**config.mk**
```make
export PLATFORM = sky130hd
export DESIGN_NAME = timepulse_seq
export DESIGN_NICKNAME = d
export VERILOG_FILES = /design/src/rtl/timepulse_seq.sv
export SDC_FILE = /design/constraint.sdc
export NUM_CORES = 1
export LEC_CHECK = 0
export ABC_CLOCK_PERIOD_IN_PS = 2900
export BUFFER_PORTS_ARGS = -buffer_cell sky130_fd_sc_hd__buf_2
export CAP_MARGIN = 20
export CORE_MARGIN = 2
export CORE_UTILIZATION = 50
export DETAILED_ROUTE_END_ITERATION = 8
export GPL_TIMING_DRIVEN = 0
export PLACE_DENSITY = 0.74
export SYNTH_ARGS = -nofsm -noshare
export SYNTH_HDL_FRONTEND = slang
export SYNTH_SLANG_ARGS = --single-unit
```
**constraint.sdc**
```tcl
create_clock -name SIM_CLK -period 2.9 [get_ports SIM_CLK]
set_input_delay 0.29 -clock SIM_CLK [delete_from_list [all_inputs] [get_ports SIM_CLK]]
set_output_delay 0.29 -clock SIM_CLK [all_outputs]
set_load 0.005 [all_outputs]
```
**src/rtl/timepulse_seq.sv**
```systemverilog
// timepulse_seq: one-hot timepulse/phase sequencer with GOJAM restart,
// monitor stop and single-MCT stepping, standby, and an overflow strobe.
module timepulse_seq #(
  parameter int NT        = 12,
  parameter int NPH       = 4,
  parameter int JAM_TICKS = 48,
  parameter int OVF_T     = 6,
  parameter int OVF_PH    = 0
) (
  input  logic           SIM_CLK,
  input  logic           SIM_RST,
  input  logic           TICK,
  input  logic           START,
  input  logic           GOJ,
  input  logic           SBY,
  input  logic           MSTP,
  input  logic           MSTRTP,
  input  logic [1:0]     WL,
  output logic [NT-1:0]  T,
  output logic [NPH-1:0] PHASE,
  output logic           GOJAM,
  output logic           STOP,
  output logic           RUN,
  output logic           MCT_END,
  output logic           OVF,
  output logic           UNF
);

  localparam int TW = (NT > 1) ? $clog2(NT) : 1;
  localparam int PW = (NPH > 1) ? $clog2(NPH) : 1;
  localparam int CW = $clog2(JAM_TICKS + 1);

  localparam logic [TW-1:0]  T_LAST   = TW'(NT - 1);
  localparam logic [PW-1:0]  PH_LAST  = PW'(NPH - 1);
  localparam logic [TW-1:0]  T_STROBE = TW'(OVF_T);
  localparam logic [PW-1:0]  PH_STROBE = PW'(OVF_PH);
  localparam logic [CW-1:0]  JAM_LOAD = CW'(JAM_TICKS);
  localparam logic [CW-1:0]  CNT_ONE  = CW'(1);
  localparam logic [NT-1:0]  T_ONE    = NT'(1);
  localparam logic [NPH-1:0] PH_ONE   = NPH'(1);

  typedef enum logic [1:0] {S_JAM, S_RUN, S_HALT, S_STBY} state_t;

  state_t         state, state_n;
  logic [TW-1:0]  t, t_n;
  logic [PW-1:0]  ph, ph_n;
  logic [CW-1:0]  cnt, cnt_n;
  logic           credit, credit_n;
  logic           mstrtp_q;
  logic           advance;
  logic           restart;
  logic           at_last;
  logic           step_edge;
  logic           strobe;
  logic [NT-1:0]  t_out_n;
  logic [NPH-1:0] ph_out_n;
  logic           mct_n;
  logic           ovf_n;
  logic           unf_n;

  // Next-state, next-position and next-output decode; SBY on a TICK wins over
  // a restart request, which in turn wins over monitor stop.
  always_comb begin
    state_n   = state;
    t_n       = t;
    ph_n      = ph;
    cnt_n     = cnt;
    credit_n  = credit;
    advance   = 1'b0;
    restart   = START | GOJ;
    at_last   = (t == T_LAST) && (ph == PH_LAST);
    step_edge = MSTRTP & ~mstrtp_q;

    case (state)
      S_JAM: begin
        if (TICK && SBY) begin
          state_n = S_STBY;
        end else if (restart) begin
          cnt_n = JAM_LOAD;
        end else if (TICK) begin
          if (cnt <= CNT_ONE) begin
            cnt_n   = '0;
            state_n = S_RUN;
          end else begin
            cnt_n = cnt - CNT_ONE;
          end
        end
      end
      S_RUN: begin
        if (TICK && SBY) begin
          state_n = S_STBY;
        end else if (restart) begin
          state_n = S_JAM;
          cnt_n   = JAM_LOAD;
        end else if (TICK) begin
          if (at_last && MSTP) begin
            state_n = S_HALT;
          end else begin
            advance = 1'b1;
          end
        end
      end
      S_HALT: begin
        if (step_edge) begin
          credit_n = 1'b1;
        end
        if (TICK && SBY) begin
          state_n = S_STBY;
        end else if (restart) begin
          state_n = S_JAM;
          cnt_n   = JAM_LOAD;
        end else if (TICK && (!MSTP || credit)) begin
          state_n = S_RUN;
          advance = 1'b1;
        end
      end
      S_STBY: begin
        if (TICK && !SBY) begin
          state_n = S_JAM;
          cnt_n   = JAM_LOAD;
        end
      end
      default: begin
        state_n = S_JAM;
        cnt_n   = JAM_LOAD;
      end
    endcase

    // A step credit only lives while halted.
    if (state_n != S_HALT) begin
      credit_n = 1'b0;
    end

    // JAM and standby park the counters on the last position so the first
    // advance afterwards lands on (0, 0).
    if (state_n == S_JAM || state_n == S_STBY) begin
      t_n  = T_LAST;
      ph_n = PH_LAST;
    end

    if (advance) begin
      if (ph == PH_LAST) begin
        ph_n = '0;
        t_n  = (t == T_LAST) ? '0 : t + TW'(1);
      end else begin
        ph_n = ph + PW'(1);
      end
    end

    strobe   = advance && (t_n == T_STROBE) && (ph_n == PH_STROBE);
    mct_n    = advance && (t_n == T_LAST) && (ph_n == PH_LAST);
    ovf_n    = strobe && (WL == 2'b01);
    unf_n    = strobe && (WL == 2'b10);
    t_out_n  = (state_n == S_STBY) ? '0 : (T_ONE << t_n);
    ph_out_n = (state_n == S_STBY) ? '0 : (PH_ONE << ph_n);
  end

  // State, counters and all outputs registered together, reset to the JAM state.
  always_ff @(posedge SIM_CLK or posedge SIM_RST) begin
    if (SIM_RST) begin
      state    <= S_JAM;
      t        <= T_LAST;
      ph       <= PH_LAST;
      cnt      <= JAM_LOAD;
      credit   <= 1'b0;
      mstrtp_q <= 1'b0;
      T        <= T_ONE << T_LAST;
      PHASE    <= PH_ONE << PH_LAST;
      GOJAM    <= 1'b1;
      STOP     <= 1'b0;
      RUN      <= 1'b0;
      MCT_END  <= 1'b0;
      OVF      <= 1'b0;
      UNF      <= 1'b0;
    end else begin
      state    <= state_n;
      t        <= t_n;
      ph       <= ph_n;
      cnt      <= cnt_n;
      credit   <= credit_n;
      mstrtp_q <= MSTRTP;
      T        <= t_out_n;
      PHASE    <= ph_out_n;
      GOJAM    <= (state_n == S_JAM);
      STOP     <= (state_n == S_HALT) || (state_n == S_STBY);
      RUN      <= (state_n == S_RUN);
      MCT_END  <= mct_n;
      OVF      <= ovf_n;
      UNF      <= unf_n;
    end
  end

endmodule

```
[After elaboration in Yosys (flattened, before gate mapping)]
Cells that the tools add are included.
Word-level totals
  register bits after elaboration: 38
  bits of input ports: 10
  output and inout port bits: 22
  word-level logic and storage cells: 107
Operators by class
  add/subtract/negate cells: 3
  order comparisons: 1
  equal/unequal tests: 19
  shift operators: 2
  muxes and demuxes: 41
  bitwise gates (word level): 3
  reduce and logical (&&, ||, !) cells: 24
Operator list (count)
  $mux 6: 7
  $mux 2: 15
  $mux 4: 5
  $pmux 6 s3: 1
  $eq 2x2->1 const B: 7
  $mux 12: 1
  $shl 1x4->12 const A: 1
  $logic_and 1x1->1: 11
  $mux 1: 10
  $eq 4x4->1 const B: 2
  $ne 2x2->1 const B: 4
  $pmux 2 s4: 1
  $eq 2x1->1 const B: 3
  $le 6x1->1 const B: 1
  $logic_not 2->1: 3
  $sub 6x1->6 const B: 1
  $reduce_and 5->1: 1
  $add 4x1->4 const B: 1
  $eq 4x3->1 const B: 1
  $reduce_bool 2->1: 2
  $shl 1x2->4 const A: 1
  $logic_or 1x1->1: 3
  $ne 3x3->1 const B: 1
  $add 2x1->2 const B: 1
  other kinds (8): 9

[Depth between registers and ports, before layout]
Gate-level depths: netlist of the first run.
  word-level depth: 17
  gate-level depth with buffers: 13
  mapped depth without buffers: 12

[Worst setup path before layout of the first run]
OpenSTA, ideal clock, no wires.
  kind: register -> register
  start point: reg STOP (netlist name)
  end point: reg PHASE[1]
  setup time: 0.078 ns
  arrival: 2.730 ns
  required time: 2.822 ns
  setup slack: 0.092 ns
  stages on the path, launching flop included: 12
  buffers on the path: 2
  clock period less this slack: 2.808 ns
  cell sequence: dfrtp_1 inv_1 ha_1 clkbuf_1 o21ai_0 o21ai_0 o21ai_0 o2111ai_1 ha_1 clkbuf_1 or4_1 a21oi_1
RTL lines
  end signal, assigned: line 168  | PHASE <= PH_ONE << PH_LAST;
  end signal, assigned: line 183  | PHASE <= ph_out_n;
  end, declared: line 20  | output logic [NPH-1:0] PHASE,

[Final worst setup path of the first run]
  start point: reg cnt[2]
  end point: reg T[6]
On the way
  cells in the longest elaborated chain, start to end: 13
  elaborated cells on any way between the ends: 14
  those cells by class: 1 x order compare; 1 x eq/ne; 1 x shift; 9 x mux; 2 x reduce/logical
Ends and longest elaborated chain
  start, declared: line 47  | logic [CW-1:0] cnt, cnt_n;
  start signal, assigned: line 179  | cnt <= cnt_n;
  $le 6x1->1 (*): line 81  | if (cnt <= CNT_ONE) begin
  $mux 2 (*): line 81
  $mux 2 (*): line 80  | end else if (TICK) begin
  $mux 2 (*): line 78  | end else if (restart) begin
  $mux 2 (*): line 76  | if (TICK && SBY) begin
  $pmux 2 s4 (*): line 74  | case (state)
  $eq 2x2->1 or $logic_not 2->1 (tied branches): line 136, 154
  $logic_or 1x1->1: line 136  | if (state_n == S_JAM || state_n == S_STBY) begin
  $mux 4: line 136
  $mux 4: line 142  | if (ph == PH_LAST) begin
  $mux 4: line 141  | if (advance) begin
  $shl 1x4->12: line 154  | t_out_n = (state_n == S_STBY) ? '0 : (T_ONE << t_n);
  $mux 12 (*): line 154
  named net t_out_n[6]: line 55  | logic [NT-1:0] t_out_n;
  end signal, assigned: line 167  | T <= T_ONE << T_LAST;
  end signal, assigned: line 182  | T <= t_out_n;
  end, declared: line 19  | output logic [NT-1:0] T,
The timed path passes the listed nets; every way through them passes the cells marked *.
A chain may end at the register's enable or synchronous reset.

==> results.md, run 1 <==
* Status: complete, no violations
* Vias in the first global route at around 1800
* Root buffer cell: clkbuf_8
* Largest net degree at the start of global routing at 25
* EDFF count, synth at 0
* Busiest grt layer: met2
* GP Congestion at roughly 0.9
* GRT Total Usage at 0.214
* Starting Density at 0.525
* Area after DPL at around 0.0024 mm^2
* Die X-Extent at 69.3 um
* Crit-path leading delay family: simple AND/OR/NAND/NOR gates
* PD cells at 802 mW/mm^2
* Routed Antenna Nets at 0
* Drt total wl at ~5000 um
* Crit path largest cell delay at 450 ps
* Final Setup Violations at 0
* WL per Instance at roughly 15 um
* Setup crit start kind: flip-flop
* Initial antenna violation count at 0
* CTS Buffer Depth at 2
* Worst Path Required at approximately 3100 ps
* Total CTS buffers at 5
* Storage cell area at 941 um^2
* Critical path class: reg -> reg
* Worst Hold Class: in -> async
* Ratio of cells with drive above 1 in the final layout at 0.335
* # rows at 23
* Post-route setup slack at 75.4 ps
* Yosys warnings at 0
* Most frequent cells in the layout: 34 x buf_2, 25 x dfrtp_1, 19 x nor2_1
* Ys async rst share at 1.00
* Die Y-Extent at about 70 um
* H-tree depth at 2
* Met3 Track Usage GR at 0.0509
* VDD IR-drop max at approximately 0.00043 V
* Detailed placement HPWL at around 3500 um
* Worst path arrival time at between 3000 and 4000 ps
* Fin nets at between 200 and 300
* Core area at 0.00406 mm^2
* DRC viols at 0
* Max Fanout on Critical Path at 6
* Pre-antenna DRT Iters at 4
* Buf+Inv Stages, Crit Path at 0
* Fill cell count at 322
* Post-Syn Area at 0.00213 mm^2
* Diode count at 0
* Die area at 0.00480 mm^2
* Count of cell types in the netlist at slightly above 50
* Finished Layout Cells at roughly 330
* DR iter-0 viols at between 150 and 200
* Worst-Margin Slew at 640 ps
* Pre-CTS setup slack at -331 ps
* Worst-skew pair later-pin latency at between 200 and 300 ps
* Area delta synth->final at 25.8%
* Worst setup EP type: flip-flop
* Final slew viol count at 0
* Layout Skew at 2.81 ps
* Crit-path cells: or3_4 > nor3_2 > nand4_1 > a32oi_2 > ha_4 > nor2_2 > nand2_1 > or4_4 > a21oi_2
* GR Util met1 at 0.260
* Final core occ at 0.661
* Syn Inst Count at between 200 and 250
* # IOs at 32
* Placed insts at roughly 310
* Multi-input gate area at between 0.001 and 0.0015 mm^2
* Vias/cell at between 5 and 6
* Buffers on Ports at 31
* Post-Syn Nets at ~250
* Sinks on Clock Net at 37
* Hold Violations, Final at 0
* Max frequency at ~0.35 GHz
* Tcrit/Tclk final at 0.974
* Setup TNS at 0 ps
* Static Leak at around 1.2 nW
* Worst relative slew slack at 0.574
* Max-cap violations at 0
* CTS tree: built
* Total number of vias at about 1900
* #FFs+latches synth at 37
* Syn avg cell area at ~9.4 um^2
* Minimum clock period after layout at approximately 2800 ps
* Commonest non-fill, non-tap cell in the layout: buf_2
* Seq/Total Area, Yosys at 0.440
* Met2 usage at 0.349
* Global route total overflow at 0
* Ys flop type: dfrtp_1
* First-pass GRT wire length at ~8300 um
* CTS Hold Buffers Added at 0
* Reg clk slew, reported paths at ~70 ps
* Post-route cell area at 0.00268 mm^2
* Crit path max-delay cell type: or4_4
## report_power, final
part | total [W] | switching [W] | internal [W]
Sequential | 0.000693 | 0.0000737 | 0.000619
Combinational | 0.00100 | 0.000573 | 0.000427
Clock | 0.000457 | 0.000177 | 0.000280
Total | 0.00215 | 0.000824 | 0.00133
## what timing repair did
action,CTS,global route
pin swaps,3,4
setup endpoints to repair,18,17
resized for setup,12,16
buffers inserted,4,5
## cell families after synthesis
logic type      after synthesis  share of synthesized area
mux                           7                     0.0329
fa+ha+maj                    12                     0.0704
simple gates                 98                      0.252
buf+inv                      20                     0.0399
xor+xnor                      1                    0.00411
compound gates               52                      0.161
flops                        37                      0.440
## registers in the layout, indices dropped and copies added, names as in the netlist
| signal | count |
|---|---|
| T | 12 |
| cnt | 6 |
| PHASE | 4 |
| t | 4 |
| ph | 2 |
| GOJAM | 1 |
| MCT_END | 1 |
| OVF | 1 |
| RUN | 1 |
| STOP | 1 |
| UNF | 1 |
| credit | 1 |
| mstrtp_q | 1 |
| state | 1 |
## routing by layer
layer | up-vias | share of wire
li1 | 916 | -
met1 | 885 | 0.42
met2 | 60 | 0.50
met3 | 13 | 0.047
met4 | 0 | 0.029
met5 | - | 0
## Yosys cell counts, drive strengths merged (2+ instances only)
library cell | instances | area, um^2
nand4 | 4 | 25.0
ha | 12 | 150
nor2 | 22 | 82.6
nor4 | 4 | 25.0
nor3 | 13 | 65.1
o2111ai | 2 | 17.5
o22ai | 2 | 12.5
a31oi | 2 | 12.5
nor3b | 4 | 30.0
or3 | 3 | 18.8
o211ai | 2 | 20.0
dfrtp | 27 | 676
mux2i | 7 | 70.1
inv | 10 | 37.5
nand3 | 9 | 45.0
a21oi | 17 | 88.8
dfstp | 10 | 263
nor2b | 2 | 12.5
clkbuf | 6 | 22.5
o21ai | 13 | 65.1
nand2b | 4 | 32.5
and2 | 4 | 25.0
buf | 4 | 25.0
nand3b | 5 | 50.1
nand2 | 15 | 56.3
or4 | 4 | 30.0
## layout make-up
class                           instances  share of cell area
Multi-Input combinational cell        170               0.458
Timing Repair Buffer                   41              0.0933
Inverter                               10              0.0140
Clock inverter                          1              0.0112
Sequential cell                        37               0.351
Buffer                                  9              0.0168
Clock buffer                            7              0.0322
Tap cell                               50              0.0233
## per-stage QoR
stage / hold WS, ps / power (W)
final: 67.7 / 0.00215
after global routing: 110 / 0.00230
after CTS: 81.1 / 0.00202
after detailed placement: 396 / 0.00148
after global placement: 414 / 0.00145
after floorplan: 321 / 0.00126
## worst paths after layout
check	startpoint	endpoint	slack (ps)	cells after the start
worst max-delay path	cnt[2]$_DFFE_PP0P_	T[6]$_DFF_PP0_	80	9
worst min-delay path	SIM_RST	T[4]$_DFF_PP0_	70	2
worst max register to register	cnt[2]$_DFFE_PP0P_	T[6]$_DFF_PP0_	80	9
worst min register to register	credit$_DFFE_PP0P_	credit$_DFFE_PP0P_	490	1
max in group asynchronous	SIM_RST	cnt[5]$_DFFE_PP1P_	2220	3
min in group SIM_CLK	MSTRTP	mstrtp_q$_DFF_PP0_	120	1
Power figures use the tool's default switching activity.
==> run 2: changes to the inputs <==
Settings changed: CORE_UTILIZATION 50 to 35, PLACE_DENSITY 0.74 to not set.
==> results.md, run 2 (synthesized netlist as in run 1, its figures left out) <==
* Sinks on Clock Net at 37 (unchanged)
* Reg clk slew, reported paths at 70 ps (about the same)
* H-tree depth at 2 (unchanged)
* Core area at 0.00592 mm^2 (+46%)
* Layout Skew at 2.89 ps (+0.0808 ps)
* Worst setup EP type: flip-flop
* Vias in the first global route at 1740 (-4.5%)
* CTS Buffer Depth at 2 (unchanged)
* R2R depth at 10 (+1)
* # rows at 28 (+22%)
* Pre-antenna DRT Iters at 4 (unchanged)
* Setup crit start kind: flip-flop
* Worst-skew pair later-pin latency at 290 ps (about the same)
* Crit-path cells: buf_4 > ha_1 > or3_1 > o21ai_2 > o2111ai_2 > ha_4 > nor2_2 > nand2_1 > or4_1 > a21oi_2
* Largest net degree at the start of global routing at 38 (+52%)
* Static Leak at 1.13 nW (-4.1%)
* Worst relative slew slack at 0.497 (-0.0770)
* Total CTS buffers at 5 (unchanged)
* Reg2reg setup slack at 130 ps (+50 ps)
* PD cells at 777 mW/mm^2 (-3.2%)
* Buffers on Ports at 31 (unchanged)
* Drt total wl at 4910 um (-1.9%)
* Hold path depth at 1
* Max Fanout on Critical Path at 4 (-2)
* Post-route cell area at 0.00262 mm^2 (-2.2%)
* Most frequent cells in the layout: 34 x buf_2, 24 x dfrtp_1, 21 x nor2_1
* WL per Instance at 14.2 um (-7.6%)
* Max reg flops at 12 (unchanged)
* Routed Antenna Nets at 0 (unchanged)
* Hold Violations, Final at 0 (unchanged)
* Max frequency at 0.360 GHz (+1.8%)
* VDD IR-drop max at 0.000340 V (-20%)
* Minimum clock period after layout at 2770 ps (-49.7 ps)
* Register with the most flip-flops: T
* Hold_sp: MSTRTP
* Detailed placement HPWL at 3480 um (about the same)
* Area after DPL at 0.00238 mm^2 (+0.16%)
* Hold path endpoint: mstrtp_q$_DFF_PP0_
* Max-cap violations at 0 (unchanged)
* Worst-Margin Slew at 754 ps (+114 ps)
* Registers with the most flip-flops: T (12), cnt (6)
* Worst Path Required at 3110 ps (about the same)
* Die X-Extent at 82.1 um (+18%)
* Ratio of cells with drive above 1 in the final layout at 0.330 (-0.00492)
* R2r endpoint: T[6]$_DFF_PP0_
* Diode count at 0 (unchanged)
* Fin nets at 291 (-1.7%)
* First-pass GRT wire length at 8100 um (-2.5%)
* DRC viols at 0 (unchanged)
* Worst Hold Class: in -> reg
* Crit path largest cell delay at 450 ps (about the same)
* Critical path class: reg -> reg
* Final slew viol count at 0 (unchanged)
* Post-route setup slack at 125 ps (+49.7 ps)
* Total number of vias at 1847 (-1.4%)
* Crit path max-delay cell type: or4_1
* Area delta synth->final at 23.0%
* Tcrit/Tclk final at 0.957 (-0.0171)
* Worst path arrival time at 2990 ps (-40 ps)
* Commonest non-fill, non-tap cell in the layout: buf_2
* Status: complete, no violations
* # IOs at 32 (unchanged)
* Pre-CTS setup slack at -394 ps (-63.9 ps)
* Final Setup Violations at 0 (unchanged)
* Die area at 0.00673 mm^2 (+40%)
* Starting Density at 0.360 (-0.165)
* Worst r2r src: state[0]$_DFF_PP0_
* GRT Total Usage at 0.159 (-0.0550)
* Initial antenna violation count at 0 (unchanged)
* Die Y-Extent at 82.1 um (+18%)
* Root buffer cell: clkbuf_8
* GP Congestion at 0.856 (-4.5%)
* Setup TNS at 0 ps (unchanged)
* CTS tree: built
* DR iter-0 viols at 120 (-29%)
* Global route total overflow at 0 (unchanged)
* Vias/cell at 5.35 (-7.2%)
==> run 2: area by class of cell <==
cell class	count	area, um^2
fillers	572	3300
multi-input cells	170	1220
flip-flops and latches	37	942
repair buffers	36	193
well taps	75	93.8
clock buffers	7	86.3
plain buffers	9	46.3
inverters	10	37.5
clock inverters	1	7.51
==> run 2: worst max-delay path: cells and delay by family (launching register included) <==
family / cells / cell delay, ps
and+or+nand+nor: 4 / 1150
AOI/OAI and AO/OA: 3 / 470
buffers and inverters: 1 / 170
adders and majority gates: 2 / 510
DFF: 1 / 410
==> run 2: what timing repair did <==
action	in CTS	in global routing
hold buffers	0	0
gates resized for setup	12	18
endpoints found under the setup margin	19	17
pin swaps	2	2
setup buffers	5	0
==> run 2: where the power goes <==
part,total (W),internal (W),switching (W),leakage (nW)
Clock,0.000373,0.000193,0.000180,0.0445
Sequential,0.000692,0.000620,0.0000719,0.471
Combinational,0.000972,0.000413,0.000560,0.619
==> run 2: routing by layer <==
metal | global-route usage | routed length [um] | up-vias
met2 | 0.257 | 2390 | 43
li1 | - | - | 908
met5 | 0 | 0 | -
met3 | 0.0319 | 185 | 7
met4 | 0.0750 | 93 | 0
met1 | 0.203 | 2240 | 889
==> run 2: how the worst max path moves through the flow <==
stage / startpoint / endpoint / cells after the start
finish: state[0]$_DFF_PP0_ / T[6]$_DFF_PP0_ / 10
global route: cnt[0]$_DFFE_PP0P_ / T[6]$_DFF_PP0_ / 12
CTS: cnt[0]$_DFFE_PP0P_ / T[6]$_DFF_PP0_ / 10
detailed placement: STOP$_DFF_PP0_ / T[6]$_DFF_PP0_ / 11
global placement: STOP$_DFF_PP0_ / T[6]$_DFF_PP0_ / 11
floorplan: STOP$_DFF_PP0_ / PHASE[1]$_DFF_PP0_ / 11
==> run 2: through the flow <==
stage	util	total power (W)	std cells	hold slack (ps)
global route	0.443	0.00220	345	113
floorplan	-	0.00126	227	321
CTS	0.431	0.00198	345	111
detailed placement	0.402	0.00148	333	420
finish	0.443	0.00204	345	116
global placement	0.402	0.00147	333	415
==> run 3: changes to the inputs <==
Settings changed: MAX_ROUTING_LAYER set to met4.
==> results.md, run 3 (synthesized netlist as in run 1, its figures left out) <==
* Max frequency at 0.363 GHz (+0.77%)
* Post-route cell area at 0.00262 mm^2 (unchanged)
* Largest net degree at the start of global routing at 38 (unchanged)
* Minimum clock period after layout at 2750 ps (-21.1 ps)
* Ratio of cells with drive above 1 in the final layout at 0.330 (unchanged)
* Final Setup Violations at 0 (unchanged)
* Final slew viol count at 0 (unchanged)
* Area after DPL at 0.00238 mm^2 (unchanged)
* Area delta synth->final at 23.0% (unchanged)
* Registers with the most flip-flops: T (12), cnt (6)
* VDD IR-drop max at 0.000340 V (about the same)
* Worst-skew pair later-pin latency at 290 ps (about the same)
* P_int at 0.00123 W (about the same)
* CTS Hold Buffers Added at 0 (unchanged)
* Fin nets at 291 (unchanged)
* Hold Violations, Final at 0 (unchanged)
* Die X-Extent at 82.1 um (unchanged)
* Reg clk slew, reported paths at 70 ps (about the same)
* Max reg flops at 12 (unchanged)
* Total number of vias at 1832 (-0.81%)
* Reg power frac at 0.340 (about the same)
* CTS tree: built
* GRT Total Usage at 0.163 (+0.00454)
* DR iter-0 viols at 105 (-13%)
* Detailed placement HPWL at 3480 um (unchanged)
* GP Congestion at 0.870 (+1.6%)
* # rows at 28 (unchanged)
* Die area at 0.00673 mm^2 (unchanged)
* Die Y-Extent at 82.1 um (unchanged)
* Worst path arrival time at 2970 ps (-20 ps)
* Static Leak at 1.13 nW (unchanged)
* Max-cap violations at 0 (unchanged)
* Core area at 0.00592 mm^2 (unchanged)
* Register with the most flip-flops: T
* Worst relative slew slack at 0.497 (about the same)
* Worst setup EP type: flip-flop
* First-pass GRT wire length at 8110 um (about the same)
* # IOs at 32 (unchanged)
* Layout Skew at 3.16 ps (+0.267 ps)
* DRC viols at 0 (unchanged)
* Tcrit/Tclk final at 0.950 (-0.00728)
* Global route total overflow at 0 (unchanged)
* Worst Hold Class: in -> reg
* Status: complete, no violations
* Critical path class: reg -> reg
* Buffers on Ports at 31 (unchanged)
* Max Fanout on Critical Path at 4 (unchanged)
* Vias in the first global route at 1735 (-0.29%)
* Most frequent cells in the layout: 34 x buf_2, 24 x dfrtp_1, 21 x nor2_1
* Initial antenna violation count at 0 (unchanged)
* Placed insts at 333 (unchanged)
* WL per Instance at 14.2 um (-0.31%)
* Starting Density at 0.360 (unchanged)
* Setup crit start kind: flip-flop
* Vias/cell at 5.31 (-0.81%)
* Worst-Margin Slew at 754 ps (-0.112 ps)
* Net Sw Frac at 0.399 (about the same)
* Routed Antenna Nets at 0 (unchanged)
* Total CTS buffers at 5 (unchanged)
* Diode count at 0 (unchanged)
* Commonest non-fill, non-tap cell in the layout: buf_2
* Final core occ at 0.443 (unchanged)
* CTS Buffer Depth at 2 (unchanged)
* Fill cell count at 572 (unchanged)
* Drt total wl at 4890 um (-0.31%)
* Pre-antenna DRT Iters at 4 (unchanged)
* Worst Path Required at 3110 ps (about the same)
* Sinks on Clock Net at 37 (unchanged)
* Switch Pwr at 0.000812 W (about the same)
* Root buffer cell: clkbuf_8
* PD cells at 777 mW/mm^2 (about the same)
* Finished Layout Cells at 345 (unchanged)
* Gate power share at 0.477 (about the same)
* Clock network power share at 0.183 (about the same)
* H-tree depth at 2 (unchanged)
* Setup TNS at 0 ps (unchanged)
-- run 3: timing repair --
action	CTS	global route
setup endpoints to repair	19	17
gates resized for setup	12	18
pin swaps	2	2
setup buffers	5	0
-- run 3: final timing paths --
kind                       depth (start not counted)                  to  slack [ps]          startpoint
max                                               10      T[6]$_DFF_PP0_         150  state[0]$_DFF_PP0_
min                                                1  mstrtp_q$_DFF_PP0_         120              MSTRTP
max reg2reg                                       10      T[6]$_DFF_PP0_         150  state[0]$_DFF_PP0_
min reg2reg                                        2  cnt[4]$_DFFE_PP1P_         510  cnt[4]$_DFFE_PP1P_
max in group asynchronous                          2      STOP$_DFF_PP0_        2250             SIM_RST
min in group asynchronous                          2       UNF$_DFF_PP0_         130             SIM_RST
-- run 3: metal layers --
layer | share of wire | vias up | wire length, um | GRT usage
met5 | 0 | - | 0 | -
met4 | 0.012 | 0 | 59 | 0.0750
met3 | 0.036 | 5 | 177 | 0.0319
met2 | 0.49 | 37 | 2390 | 0.256
met1 | 0.46 | 884 | 2270 | 0.203
li1 | - | 906 | - | -
-- run 3: layout make-up --
cell class / count / area, um^2 / area share
Multi-Input combinational cell: 170 / 1220 / 0.464
Buffer: 9 / 46.3 / 0.0177
Timing Repair Buffer: 36 / 193 / 0.0735
Inverter: 10 / 37.5 / 0.0143
Clock inverter: 1 / 7.51 / 0.00286
Sequential cell: 37 / 942 / 0.359
Tap cell: 75 / 93.8 / 0.0358
Clock buffer: 7 / 86.3 / 0.0329
-- run 3: critical path, cell delays in order (launching register included) --
cell and delay, ps:
dfrtp_1 410, buf_4 160, ha_1 200, or3_1 420, o21ai_2 110, o2111ai_2 190, ha_4 310, nor2_2 150
nand2_1 130, or4_1 450, a21oi_2 160
-- run 3: power by group through the flow --
stage,Sequential (W),Clock [W],Combinational (W)
2_1_floorplan,0.000683,0,0.000579
3_3_place_gp,0.000693,0,0.000774
3_5_place_dp,0.000695,0,0.000782
4_1_cts,0.000687,0.000392,0.000896
5_1_grt,0.000701,0.000408,0.00109
6_report,0.000692,0.000373,0.000973
-- run 3: through the flow --
step / setup WS, ps / total power (W) / hold WS [ps]
final: 146 / 0.00204 / 118
after global routing: -1.95 / 0.00220 / 113
after CTS: 8.00 / 0.00198 / 111
after detailed placement: -394 / 0.00148 / 420
after global placement: -272 / 0.00147 / 415
after floorplan: 92.0 / 0.00126 / 321
